==> config.mk <==
export PLATFORM = sky130hd
export DESIGN_NAME = safe_control_fsm
export DESIGN_NICKNAME = d
export VERILOG_FILES = /design/src/rtl/safe_control_fsm.sv
export SDC_FILE = /design/constraint.sdc
export NUM_CORES = 1
export LEC_CHECK = 0
export CAP_MARGIN = 20
export CORE_MARGIN = 2
export CORE_UTILIZATION = 42
export DETAILED_ROUTE_END_ITERATION = 10
export GPL_ROUTABILITY_DRIVEN = 0
export PLACE_DENSITY = 0.65
export SYNTH_ARGS = -nofsm -noshare
export SYNTH_HDL_FRONTEND = slang
export SYNTH_SLANG_ARGS = --single-unit
==> constraint.sdc <==
create_clock -name clk -period 5.6 [get_ports clk]
set_input_delay 1.12 -clock clk [delete_from_list [all_inputs] [get_ports clk]]
set_output_delay 1.12 -clock clk [all_outputs]
set_load 0.01 [all_outputs]
==> src/rtl/safe_control_fsm.sv <==
// Master control FSM of the digital safe: password entry/check, chances, lockout and open timers.
// Optional password change (SET_PW state + writable password) is enabled by `SAFE_PW_CHANGE_EN.
module safe_control_fsm #(
  parameter logic [15:0] PW_INIT    = 16'h1234,
  parameter int          MAX_CHANCE = 3,
  parameter int          LOCK_SEC   = 30,
  parameter int          OPEN_SEC   = 10,
  parameter int          FAIL_SEC   = 2
) (
  input  logic        clk,
  input  logic        rst,
  input  logic        tick_1hz,
  input  logic        key_valid,
  input  logic [3:0]  key_code,
  output logic [3:0]  state,
  output logic [3:0]  chance_count,
  output logic [15:0] input_data,
  output logic [5:0]  timer_min,
  output logic [5:0]  timer_sec,
  output logic        servo_open
);

  typedef enum logic [3:0] {
    S_IDLE    = 4'd0,
    S_INPUT   = 4'd1,
    S_CHECK   = 4'd2,
    S_OPEN    = 4'd3,
    S_FAIL    = 4'd4,
    S_LOCKOUT = 4'd5,
    S_SET_PW  = 4'd6
  } state_e;

  localparam logic [3:0] CHANCE_INIT = 4'(MAX_CHANCE);
  localparam logic [5:0] OPEN_M = 6'(OPEN_SEC / 60);
  localparam logic [5:0] OPEN_S = 6'(OPEN_SEC % 60);
  localparam logic [5:0] FAIL_M = 6'(FAIL_SEC / 60);
  localparam logic [5:0] FAIL_S = 6'(FAIL_SEC % 60);
  localparam logic [5:0] LOCK_M = 6'(LOCK_SEC / 60);
  localparam logic [5:0] LOCK_S = 6'(LOCK_SEC % 60);

  // Key and tick events are registered once, so every event acts one edge after it is sampled.
  logic        key_vld_q;
  logic [3:0]  key_q;
  logic        tick_q;

  state_e      state_q, state_d;
  logic [3:0]  chance_q, chance_d;
  logic [15:0] data_q, data_d;
  logic [2:0]  cnt_q, cnt_d;
  logic [5:0]  min_q, min_d;
  logic [5:0]  sec_q, sec_d;
  logic        servo_q;
  logic [15:0] pw_val;

`ifdef SAFE_PW_CHANGE_EN
  logic [15:0] pw_q, pw_d;
  assign pw_val = pw_q;
`else
  assign pw_val = PW_INIT;
`endif

  logic        is_digit, is_star, is_hash;
  logic        tmr_zero;
  logic [5:0]  dec_min, dec_sec;
  logic        to_idle;

  assign is_digit = key_vld_q && (key_q <= 4'd9);
  assign is_star  = key_vld_q && (key_q == 4'hA);
  assign is_hash  = key_vld_q && (key_q == 4'hB);
  assign tmr_zero = (min_q == 6'd0) && (sec_q == 6'd0);

  always_comb begin
    dec_min = min_q;
    dec_sec = sec_q;
    if (sec_q != 6'd0) begin
      dec_sec = sec_q - 6'd1;
    end else if (min_q != 6'd0) begin
      dec_min = min_q - 6'd1;
      dec_sec = 6'd59;
    end
  end

  always_comb begin
    state_d  = state_q;
    chance_d = chance_q;
    data_d   = data_q;
    cnt_d    = cnt_q;
    min_d    = min_q;
    sec_d    = sec_q;
    to_idle  = 1'b0;
`ifdef SAFE_PW_CHANGE_EN
    pw_d     = pw_q;
`endif

    unique case (state_q)
      S_IDLE: begin
        min_d = 6'd0;
        sec_d = 6'd0;
        if (is_digit) begin
          data_d  = {12'hFFF, key_q};
          cnt_d   = 3'd1;
          state_d = S_INPUT;
        end
      end

      S_INPUT: begin
        if (is_digit && (cnt_q < 3'd4)) begin
          data_d = {data_q[11:0], key_q};
          cnt_d  = cnt_q + 3'd1;
        end else if (is_star) begin
          to_idle = 1'b1;
        end else if (is_hash && (cnt_q == 3'd4)) begin
          state_d = S_CHECK;
        end
      end

      S_CHECK: begin
        if (data_q == pw_val) begin
          state_d  = S_OPEN;
          chance_d = CHANCE_INIT;
          min_d    = OPEN_M;
          sec_d    = OPEN_S;
        end else begin
          chance_d = chance_q - 4'd1;
          if (chance_q == 4'd1) begin
            state_d = S_LOCKOUT;
            min_d   = LOCK_M;
            sec_d   = LOCK_S;
          end else begin
            state_d = S_FAIL;
            min_d   = FAIL_M;
            sec_d   = FAIL_S;
          end
        end
      end

      S_OPEN: begin
        // A key that causes a transition beats both expiry and a coincident tick.
        if (is_hash) begin
          to_idle = 1'b1;
`ifdef SAFE_PW_CHANGE_EN
        end else if (is_star) begin
          state_d = S_SET_PW;
          data_d  = 16'hFFFF;
          cnt_d   = 3'd0;
          min_d   = 6'd0;
          sec_d   = 6'd0;
`endif
        end else if (tmr_zero) begin
          to_idle = 1'b1;
        end else if (tick_q) begin
          min_d = dec_min;
          sec_d = dec_sec;
        end
      end

      S_FAIL: begin
        if (tmr_zero) begin
          to_idle = 1'b1;
        end else if (tick_q) begin
          min_d = dec_min;
          sec_d = dec_sec;
        end
      end

      S_LOCKOUT: begin
        if (tmr_zero) begin
          to_idle  = 1'b1;
          chance_d = CHANCE_INIT;
        end else if (tick_q) begin
          min_d = dec_min;
          sec_d = dec_sec;
        end
      end

`ifdef SAFE_PW_CHANGE_EN
      S_SET_PW: begin
        if (is_digit && (cnt_q < 3'd4)) begin
          data_d = {data_q[11:0], key_q};
          cnt_d  = cnt_q + 3'd1;
        end else if (is_star) begin
          data_d = 16'hFFFF;
          cnt_d  = 3'd0;
        end else if (is_hash && (cnt_q == 3'd4)) begin
          pw_d    = data_q;
          to_idle = 1'b1;
        end
      end
`endif

      default: begin
        to_idle = 1'b1;
      end
    endcase

    if (to_idle) begin
      state_d = S_IDLE;
      data_d  = 16'hFFFF;
      cnt_d   = 3'd0;
      min_d   = 6'd0;
      sec_d   = 6'd0;
    end
  end

  always_ff @(posedge clk) begin
    if (rst) begin
      key_vld_q <= 1'b0;
      key_q     <= 4'd0;
      tick_q    <= 1'b0;
      state_q   <= S_IDLE;
      chance_q  <= CHANCE_INIT;
      data_q    <= 16'hFFFF;
      cnt_q     <= 3'd0;
      min_q     <= 6'd0;
      sec_q     <= 6'd0;
      servo_q   <= 1'b0;
`ifdef SAFE_PW_CHANGE_EN
      pw_q      <= PW_INIT;
`endif
    end else begin
      key_vld_q <= key_valid;
      key_q     <= key_code;
      tick_q    <= tick_1hz;
      state_q   <= state_d;
      chance_q  <= chance_d;
      data_q    <= data_d;
      cnt_q     <= cnt_d;
      min_q     <= min_d;
      sec_q     <= sec_d;
      servo_q   <= (state_d == S_OPEN);
`ifdef SAFE_PW_CHANGE_EN
      pw_q      <= pw_d;
`endif
    end
  end

  assign state        = state_q;
  assign chance_count = chance_q;
  assign input_data   = data_q;
  assign timer_min    = min_q;
  assign timer_sec    = sec_q;
  assign servo_open   = servo_q;

endmodule

## After elaboration in Yosys (flattened, before gate mapping)

Index checks and enable logic that the tools add are counted.

- Register bits: 46
- Input port bits: 8
- Output and inout port bits: 37
- Logic and storage cells: 89

- Add/subtract/negate cells: 4
- $lt $le $gt $ge: 2
- Eq/ne operators: 15
- Multiplexer cells: 36
- Reduce and logical (&&, ||, !) cells: 22

Operator list:

| kind | count |
|---|---|
| $mux W6 | 10 |
| $mux W16 | 2 |
| $pmux W16 S2 | 1 |
| $mux W4 | 7 |
| $pmux W6 S4 | 1 |
| $pmux W6 S3 | 1 |
| $eq A16 B13 Y1 const B | 1 |
| $eq A4 B2 Y1 const B | 3 |
| $logic_not A6 Y1 | 2 |
| $pmux W4 S3 | 1 |
| $reduce_bool A6 Y1 | 2 |
| $sub A6 B1 Y6 const B | 2 |
| $mux W5 | 2 |
| $mux W3 | 3 |
| $eq A4 B1 Y1 const B | 2 |
| $eq A4 B3 Y1 const B | 2 |
| $eq A4 B4 Y1 const B | 2 |
| $ne A2 B2 Y1 const B | 4 |
| $pmux W4 S2 | 1 |
| $logic_and A1 B1 Y1 | 6 |
| $pmux W3 S2 | 1 |
| $reduce_and A2 Y1 | 3 |
| $reduce_or A2 Y1 | 3 |
| $mux W1 | 5 |
| other kinds (11) | 12 |

## Longest topological paths before layout

Gate-level depths: netlist of the first run.

- Depth in word-level cells: 9
- Mapped depth: 9
- Mapped depth without buffers: 7

## Worst setup path after synthesis of the first run

No wires, ideal clock.

- Kind: reg2reg
- Start point: reg min_q[2], in the netlist timer_min[2]
- End point: reg chance_q[3], in the netlist chance_count[3]
- Library setup time: 66 ps
- Data arrival time: 2098 ps
- Required time: 5534 ps
- Slack: 3436 ps
- Stages on the path, launching flop included: 7
- Path buffers: 1
- Clock period less this slack: 2164 ps
- Cell sequence: dfxtp_1 or3_4 or4b_1 buf_2 o21a_4 or3_1 a21oi_2

- Word-level cells in the longest chain between the ends: 4

RTL lines:

| what | line | source |
|---|---|---|
| from (decl) | 50 | `logic [5:0] min_q, min_d;` |
| from (signal assigned) | 228 | `min_q <= min_d;` |
| $logic_not A6 Y1 | 70 | `assign tmr_zero = (min_q == 6'd0) && (sec_q == 6'd0);` |
| $logic_and A1 B1 Y1 | 70 |  |
| $ne A2 B2 Y1 (no line) | -- |  |
| $reduce_and A2 Y1 (no line) | -- |  |
| to (signal assigned) | 225 | `chance_q <= chance_d;` |
| to (decl) | 47 | `logic [3:0] chance_q, chance_d;` |

No other way between the ends.
A chain may end at the register's enable or synchronous reset.

## Worst setup path in the final report of the first run

- Start point: in rst
- End point: reg min_q[5], in the netlist timer_min[5]

- Word-level cells in the longest chain between the ends: 1

RTL lines:

| what | line | source |
|---|---|---|
| from (decl) | 11 | `input logic rst,` |
| $reduce_or A2 Y1 (no line) | -- |  |

No other way between the ends.

==> results.py, run 1 <==
metrics = {
    "die": {
        "chipHeight_um": 77.5,
        "ioPinCount": 45,
        "start_util_pct": 43.8,
        "core-area_um2": 5170,
        "die_x_um": 77.5,
        "rows": 26,
        "die-area_um2": 6000,
    },
    "pwr": {
        "peakVddDrop_v": 0.000139,
        "power.switching_uw": 145,
        "swShare_pct": 22.9,
        "cellLeakagePower_nw": 1.09,
        "power_frac_seq_pct": 53.4,
        "p_per_area_nw_per_um2": 221,
        "clockPowerShare_pct": 38.9,
        "intPower_uw": 489,
        "comb_power_share_pct": 7.7,
    },
    "global_route": {
        "grt_usage_pct": 17.1,
        "grt.overflow.total": 0,
        "grt_pass1_wl_um": 8340,
        "grt_start_max_net_pins": 23,
        "grt_pass1_vias": 1772,
        "grt_antenna_before_repair": 0,
    },
    "synthesis": {
        "synth_top_area_share_pct": 40.6,
        "synth_area_per_cell_um2": 8.55,
        "syn_nets": 281,
        "synth-edff-count": 0,
        "synthFlopType": "dfxtp_1",
        "synth_area_leaders": "dfxtp_1 41%, o21ai_0 4.9%, nor2_1 4.6%, ha_1 4.4%, a21oi_1 3.3%",
        "synth_sequential_area_ratio_pct": 40.6,
        "synth.cell_area_um2": 2270,
        "synthArstFlopShare_pct": 0,
        "netlist_top_cells_count": "46 x dfxtp_1, 28 x nor2_1, 22 x o21ai_0",
        "synth_most_common_cell": "dfxtp_1",
        "synth.distinct_cells": 58,
        "synth_top_area_cell": "dfxtp_1",
        "syn_inst": 265,
        "yosysWarnings": 0,
        "ys_ff_latch": 46,
    },
    "clock_network": {
        "cts.repair.resized": 0,
        "cts_setup_buffers": 0,
        "cts_max_level": 2,
        "cts_root_buf": "clkbuf_8",
        "cts_buffers": 5,
        "clk_pin_slew_ns": 0.09,
        "cts.sinks": 46,
        "cts_tree": "built",
        "worstSkewPairLatency_ns": 0.30,
        "clockBufferDepth": 2,
        "hold_buffers": 0,
    },
    "drt": {
        "routed_wl_um": 4990,
        "drtIter0Drc": 108,
        "dr.pass1.iters": 4,
        "drc": 0,
        "via_per_inst": 5.35,
        "ant_nets": 0,
        "wl_per_cell_um": 13.2,
        "vias": 2017,
    },
    "final_layout": {
        "fin_nets": 322,
        "antenna_cells": 0,
        "seqCellArea_um2": 921,
        "area_delta_synth_final_pct": 26.5,
        "layout.cells.non_filler": 377,
        "drive_above_1_share_pct": 7.82,
        "num-fill-cells": 478,
        "multiInputGateArea_um2": 1240,
    },
    "placed_design": {
        "hpwl_um": 3640,
        "placed_cells": 369,
        "io_buffers": 44,
    },
    "outcome": {
        "run_status": "completed",
    },
    "worst_setup_path": {
        "reg2reg_slack_ns": 2.99,
        "startpoint_type": "primary input",
        "crit_arrival_ns": 3.06,
        "critPathKind": "in -> reg",
        "r2r-start": "timer_min[2]$_SDFFE_PP0P_",
        "crit_end": "timer_min[5]$_SDFFE_PP0P_",
        "reg2regPathDepth": 5,
        "cp_max_fo": 22,
        "worstPathRequired_ns": 5.83,
        "startpoint": "rst",
        "cp-end-kind": "flip-flop",
        "timing.rr.end": "timer_min[0]$_SDFFE_PP0P_",
    },
    "timing": {
        "slew_headroom_pct": 55.1,
        "fin_crit_ns": 2.82,
        "finClkSkew_ns": 0.00939,
        "slew_viol_final": 0,
        "min_period_over_period_pct": 50.4,
        "report.final.setup_viol": 0,
        "worst_slew_pin_slew_ns": 0.673,
        "rsz0062_at_grt": "no",
        "final.setup.tns_ns": 0,
        "fmax_mhz": 354,
        "fin_worst_hold_slack_ns": 0.491,
        "hold_viol": 0,
    },
    "min_path": {
        "hold_path.class": "reg -> reg",
    },
    "job": {
        "cap_violations": 0,
    },
}
-- worst min path at each step --
| stage | start | endpoint | cells after the start |
|---|---|---|---|
| floorplan | key_q[3]$_SDFF_PP0_ | input_data[3]$_SDFFE_PP1P_ | 2 |
| global placement | timer_min[4]$_SDFFE_PP0P_ | timer_min[4]$_SDFFE_PP0P_ | 2 |
| finish | timer_min[5]$_SDFFE_PP0P_ | timer_min[5]$_SDFFE_PP0P_ | 2 |
| global route | timer_min[4]$_SDFFE_PP0P_ | timer_min[4]$_SDFFE_PP0P_ | 2 |
| detailed placement | timer_min[5]$_SDFFE_PP0P_ | timer_min[5]$_SDFFE_PP0P_ | 2 |
| CTS | timer_min[5]$_SDFFE_PP0P_ | timer_min[5]$_SDFFE_PP0P_ | 2 |
-- per-stage QoR --
stage          instance area (µm²)  total power, mW  setup WS (ns)  util (%)
2_1_floorplan                 2270            0.378           3.44         -
3_3_place_gp                  2750            0.395           2.48      53.2
3_5_place_dp                  2750            0.395           2.43      53.2
4_1_cts                       2870            0.644           2.75      55.4
5_1_grt                       2870            0.662           2.50      55.4
6_report                      2870            0.634           2.78      55.4
-- worst max-delay path, stage by stage --
cell and delay (ns):
clkdlybuf4s50_1 0.54, inv_1 0.14, o2111a_1 0.62, o21ai_0 0.42
a21oi_1 0.21
-- power groups by stage --
stage,clock network [mW],registers [mW],logic (mW)
after floorplan,0,0.345,0.0321
after global routing,0.268,0.340,0.0542
after detailed placement,0,0.346,0.0490
after global placement,0,0.346,0.0488
after CTS,0.256,0.339,0.0493
final,0.246,0.338,0.0489
-- layer usage --
layer  GRT usage, %  wire (µm)
met3           3.37        183
met1           23.0       2430
met2           26.7       2300
met5              0          0
met4           6.96         72
-- registers in the layout, summed over array words and instances, names as in the netlist --
name	flops
cnt_q	3
timer_sec	6
key_q	4
timer_min	6
tick_q	1
chance_count	4
key_vld_q	1
state	4
servo_open	1
input_data	16
-- layout make-up --
class / count / share of cell area, %
flip-flops and latches: 46 / 32.1
clock buffers: 5 / 2.40
inverters: 16 / 2.10
repair buffers: 45 / 15.6
clock inverters: 3 / 1.53
well taps: 70 / 3.06
multi-input cells: 192 / 43.2
-- placed cells by master, fill, tap and decap left out, types with 2 or more instances in the layout --
cell type and instances:
a211oi_1 2, a21o_1 2, a21oi_1 15, a221oi_1 2, a22oi_1 3, a31oi_1 3, clkbuf_8 5, clkdlybuf4s50_1 44
dfxtp_1 46, ha_1 8, inv_1 16, nand2_1 17, nand2b_1 2, nand3_1 6, nand3b_1 5, nand4_1 2
nor2_1 28, nor2b_1 8, nor3_1 14, nor3b_1 2, nor4b_1 3, o211a_1 3, o21ai_0 22, o21bai_1 2
o31ai_1 2, o41ai_1 2, or2_2 3, or3_1 4, or4b_2 2, xnor2_1 3
-- logic make-up (layout without fill, tap and decap cells) --
kind of cell / Yosys count / count (layout) / share of synthesized area (%)
buffers and inverters: 27 / 69 / 4.75
adder cells (fa/ha/maj): 8 / 8 / 4.42
other: 1 / 1 / 0.165
multiplexers: 1 / 1 / 0.442
XOR/XNOR: 4 / 4 / 1.55
flip-flops: 46 / 46 / 40.6
AO/OA/AOI/OAI: 72 / 72 / 22.6
AND/OR/NAND/NOR: 106 / 106 / 25.4
No activity file was read; power rests on OpenSTA's default activity.
==> run 2: changes to the inputs <==
==> constraint.sdc (replaced) <==
create_clock -name clk -period 2.7 [get_ports clk]
set_input_delay 0.54 -clock clk [delete_from_list [all_inputs] [get_ports clk]]
set_output_delay 0.54 -clock clk [all_outputs]
set_load 0.01 [all_outputs]
==> results.py, run 2 (same netlist as run 1, synthesis figures left out) <==
metrics = {
    "worst_setup_path": {
        "reg2regPathDepth": 5,
        "cp_top_family": "simple AND/OR/NAND/NOR gates",
        "reg2reg_slack_ns": 0.33,
        "worstSetupPathDepth": 5,
        "cpMaxStageDelayCell": "or4b_1",
        "cp-end-kind": "flip-flop",
        "max_stage_delay_ns": 0.68,
        "worstPathRequired_ns": 2.93,
        "startpoint_type": "flip-flop",
        "r2r-start": "timer_min[2]$_SDFFE_PP0P_",
        "crit_buf_inv": 0,
        "timing.rr.end": "timer_sec[3]$_SDFFE_PP0P_",
        "critPathKind": "reg -> reg",
        "crit_arrival_ns": 2.60,
        "cp_max_fo": 7,
        "path_cells": "or3_4 -> or4b_1 -> o22ai_1 -> a221oi_1 -> a21oi_1",
    },
    "final_layout": {
        "largest_reg_flops": 16,
        "utilization_pct": 55.6,
        "antenna_cells": 0,
        "layout_commonest_cell": "dfxtp_1",
        "fin_nets": 326,
        "layout_common_cells": "46 x dfxtp_1, 44 x clkdlybuf4s50_1, 28 x nor2_1",
        "area_delta_synth_final_pct": 26.8,
        "drive_above_1_share_pct": 9.00,
        "num-fill-cells": 486,
        "final_cell_area_um2": 2870,
    },
    "timing": {
        "fin_crit_ns": 2.37,
        "slew_headroom_pct": 60.9,
        "worst_slew_pin_slew_ns": 0.580,
        "hold_viol": 0,
        "fmax_mhz": 422,
        "report.final.setup_viol": 0,
        "slew_viol_final": 0,
        "min_period_over_period_pct": 87.8,
        "final.setup.tns_ns": 0,
        "finClkSkew_ns": 0.0116,
        "rsz0062_at_grt": "no",
    },
    "pwr": {
        "comb_power_share_pct": 8.7,
        "power_frac_seq_pct": 56.8,
        "power.switching_uw": 312,
        "intPower_uw": 921,
        "peakVddDrop_v": 0.000211,
        "p_per_area_nw_per_um2": 429,
        "clockPowerShare_pct": 34.5,
        "cellLeakagePower_nw": 1.09,
        "swShare_pct": 25.3,
    },
    "clock_network": {
        "cts_setup_buffers": 0,
        "hold_buffers": 0,
        "cts.repair.resized": 0,
        "worstSkewPairLatency_ns": 0.30,
        "clockBufferDepth": 2,
        "cts_tree": "built",
        "clk_pin_slew_ns": 0.09,
        "cts_buffers": 5,
        "cts_max_level": 2,
        "cts.sinks": 46,
        "cts_root_buf": "clkbuf_8",
    },
    "placed_design": {
        "io_buffers": 44,
        "hpwl_um": 3780,
        "place_area_um2": 2780,
    },
    "global_route": {
        "grt_usage_pct": 18.0,
        "grt_antenna_before_repair": 0,
        "grt_start_max_net_pins": 18,
        "grt_pass1_vias": 1913,
        "grt_pass1_wl_um": 8800,
        "grt.overflow.total": 0,
    },
    "die": {
        "die_x_um": 77.5,
        "rows": 26,
        "core-area_um2": 5170,
        "ioPinCount": 45,
        "chipHeight_um": 77.5,
        "die-area_um2": 6000,
        "start_util_pct": 43.8,
    },
    "min_path": {
        "hold_depth": 2,
        "hold_path.class": "reg -> reg",
        "whs_endpoint": "input_data[2]$_SDFFE_PP1P_",
        "worstHoldStart": "key_q[2]$_SDFF_PP0_",
    },
    "drt": {
        "vias": 2035,
        "drtIter0Drc": 74,
        "routed_wl_um": 5120,
        "drc": 0,
        "wl_per_cell_um": 13.4,
        "dr.pass1.iters": 4,
        "via_per_inst": 5.34,
        "ant_nets": 0,
    },
    "job": {
        "cap_violations": 0,
    },
    "outcome": {
        "run_status": "completed",
    },
}
run 2: routing by layer:
layer  wire length [µm]  track usage (%)
met5                  0                0
met4                 35             4.82
met3                211             3.95
met2               2380             28.3
met1               2490             25.1
run 2: cell type report:
| type | instances | area, µm² | share of cell area, % |
|---|---|---|---|
| Clock buffer | 5 | 68.8 | 2.39 |
| Inverter | 16 | 60.1 | 2.09 |
| Multi-Input combinational cell | 192 | 1240 | 43.1 |
| Tap cell | 70 | 87.6 | 3.05 |
| Sequential cell | 46 | 921 | 32.0 |
| Timing Repair Buffer | 49 | 478 | 16.6 |
| Clock inverter | 3 | 21.3 | 0.740 |
run 2: worst max path at each step:
stage / from / endpoint / slack (ns)
2_1_floorplan: timer_min[2]$_SDFFE_PP0P_ / chance_count[3]$_SDFFE_PP0P_ / 0.54
3_3_place_gp: timer_min[2]$_SDFFE_PP0P_ / timer_sec[3]$_SDFFE_PP0P_ / 0.42
3_5_place_dp: timer_min[2]$_SDFFE_PP0P_ / timer_min[0]$_SDFFE_PP0P_ / 0.34
4_1_cts: timer_min[2]$_SDFFE_PP0P_ / timer_min[0]$_SDFFE_PP0P_ / 0.32
5_1_grt: timer_sec[2]$_SDFFE_PP0P_ / timer_min[0]$_SDFFE_PP0P_ / 0.15
6_report: timer_min[2]$_SDFFE_PP0P_ / timer_sec[3]$_SDFFE_PP0P_ / 0.33
run 2: worst register-to-register path, stage by stage (launching register included):
cell and delay, ns:
dfxtp_1 0.37, or3_4 0.42, or4b_1 0.68, o22ai_1 0.51, a221oi_1 0.18, a21oi_1 0.16
run 2: power groups by stage:
stage | clock network [mW] | registers (mW) | logic (mW)
after CTS | 0.434 | 0.700 | 0.108
final | 0.425 | 0.700 | 0.108
after global routing | 0.467 | 0.703 | 0.118
after detailed placement | 0 | 0.717 | 0.107
after global placement | 0 | 0.716 | 0.106
after floorplan | 0 | 0.716 | 0.0666
run 2: per-stage QoR:
| step | power (mW) | setup slack (ns) | std cells | hold WS [ns] |
|---|---|---|---|---|
| after floorplan | 0.783 | 0.536 | 265 | 0.449 |
| after global placement | 0.822 | 0.421 | 373 | 0.466 |
| after detailed placement | 0.824 | 0.339 | 373 | 0.472 |
| after CTS | 1.24 | 0.321 | 381 | 0.487 |
| after global routing | 1.29 | 0.147 | 381 | 0.512 |
| final | 1.23 | 0.330 | 381 | 0.482 |
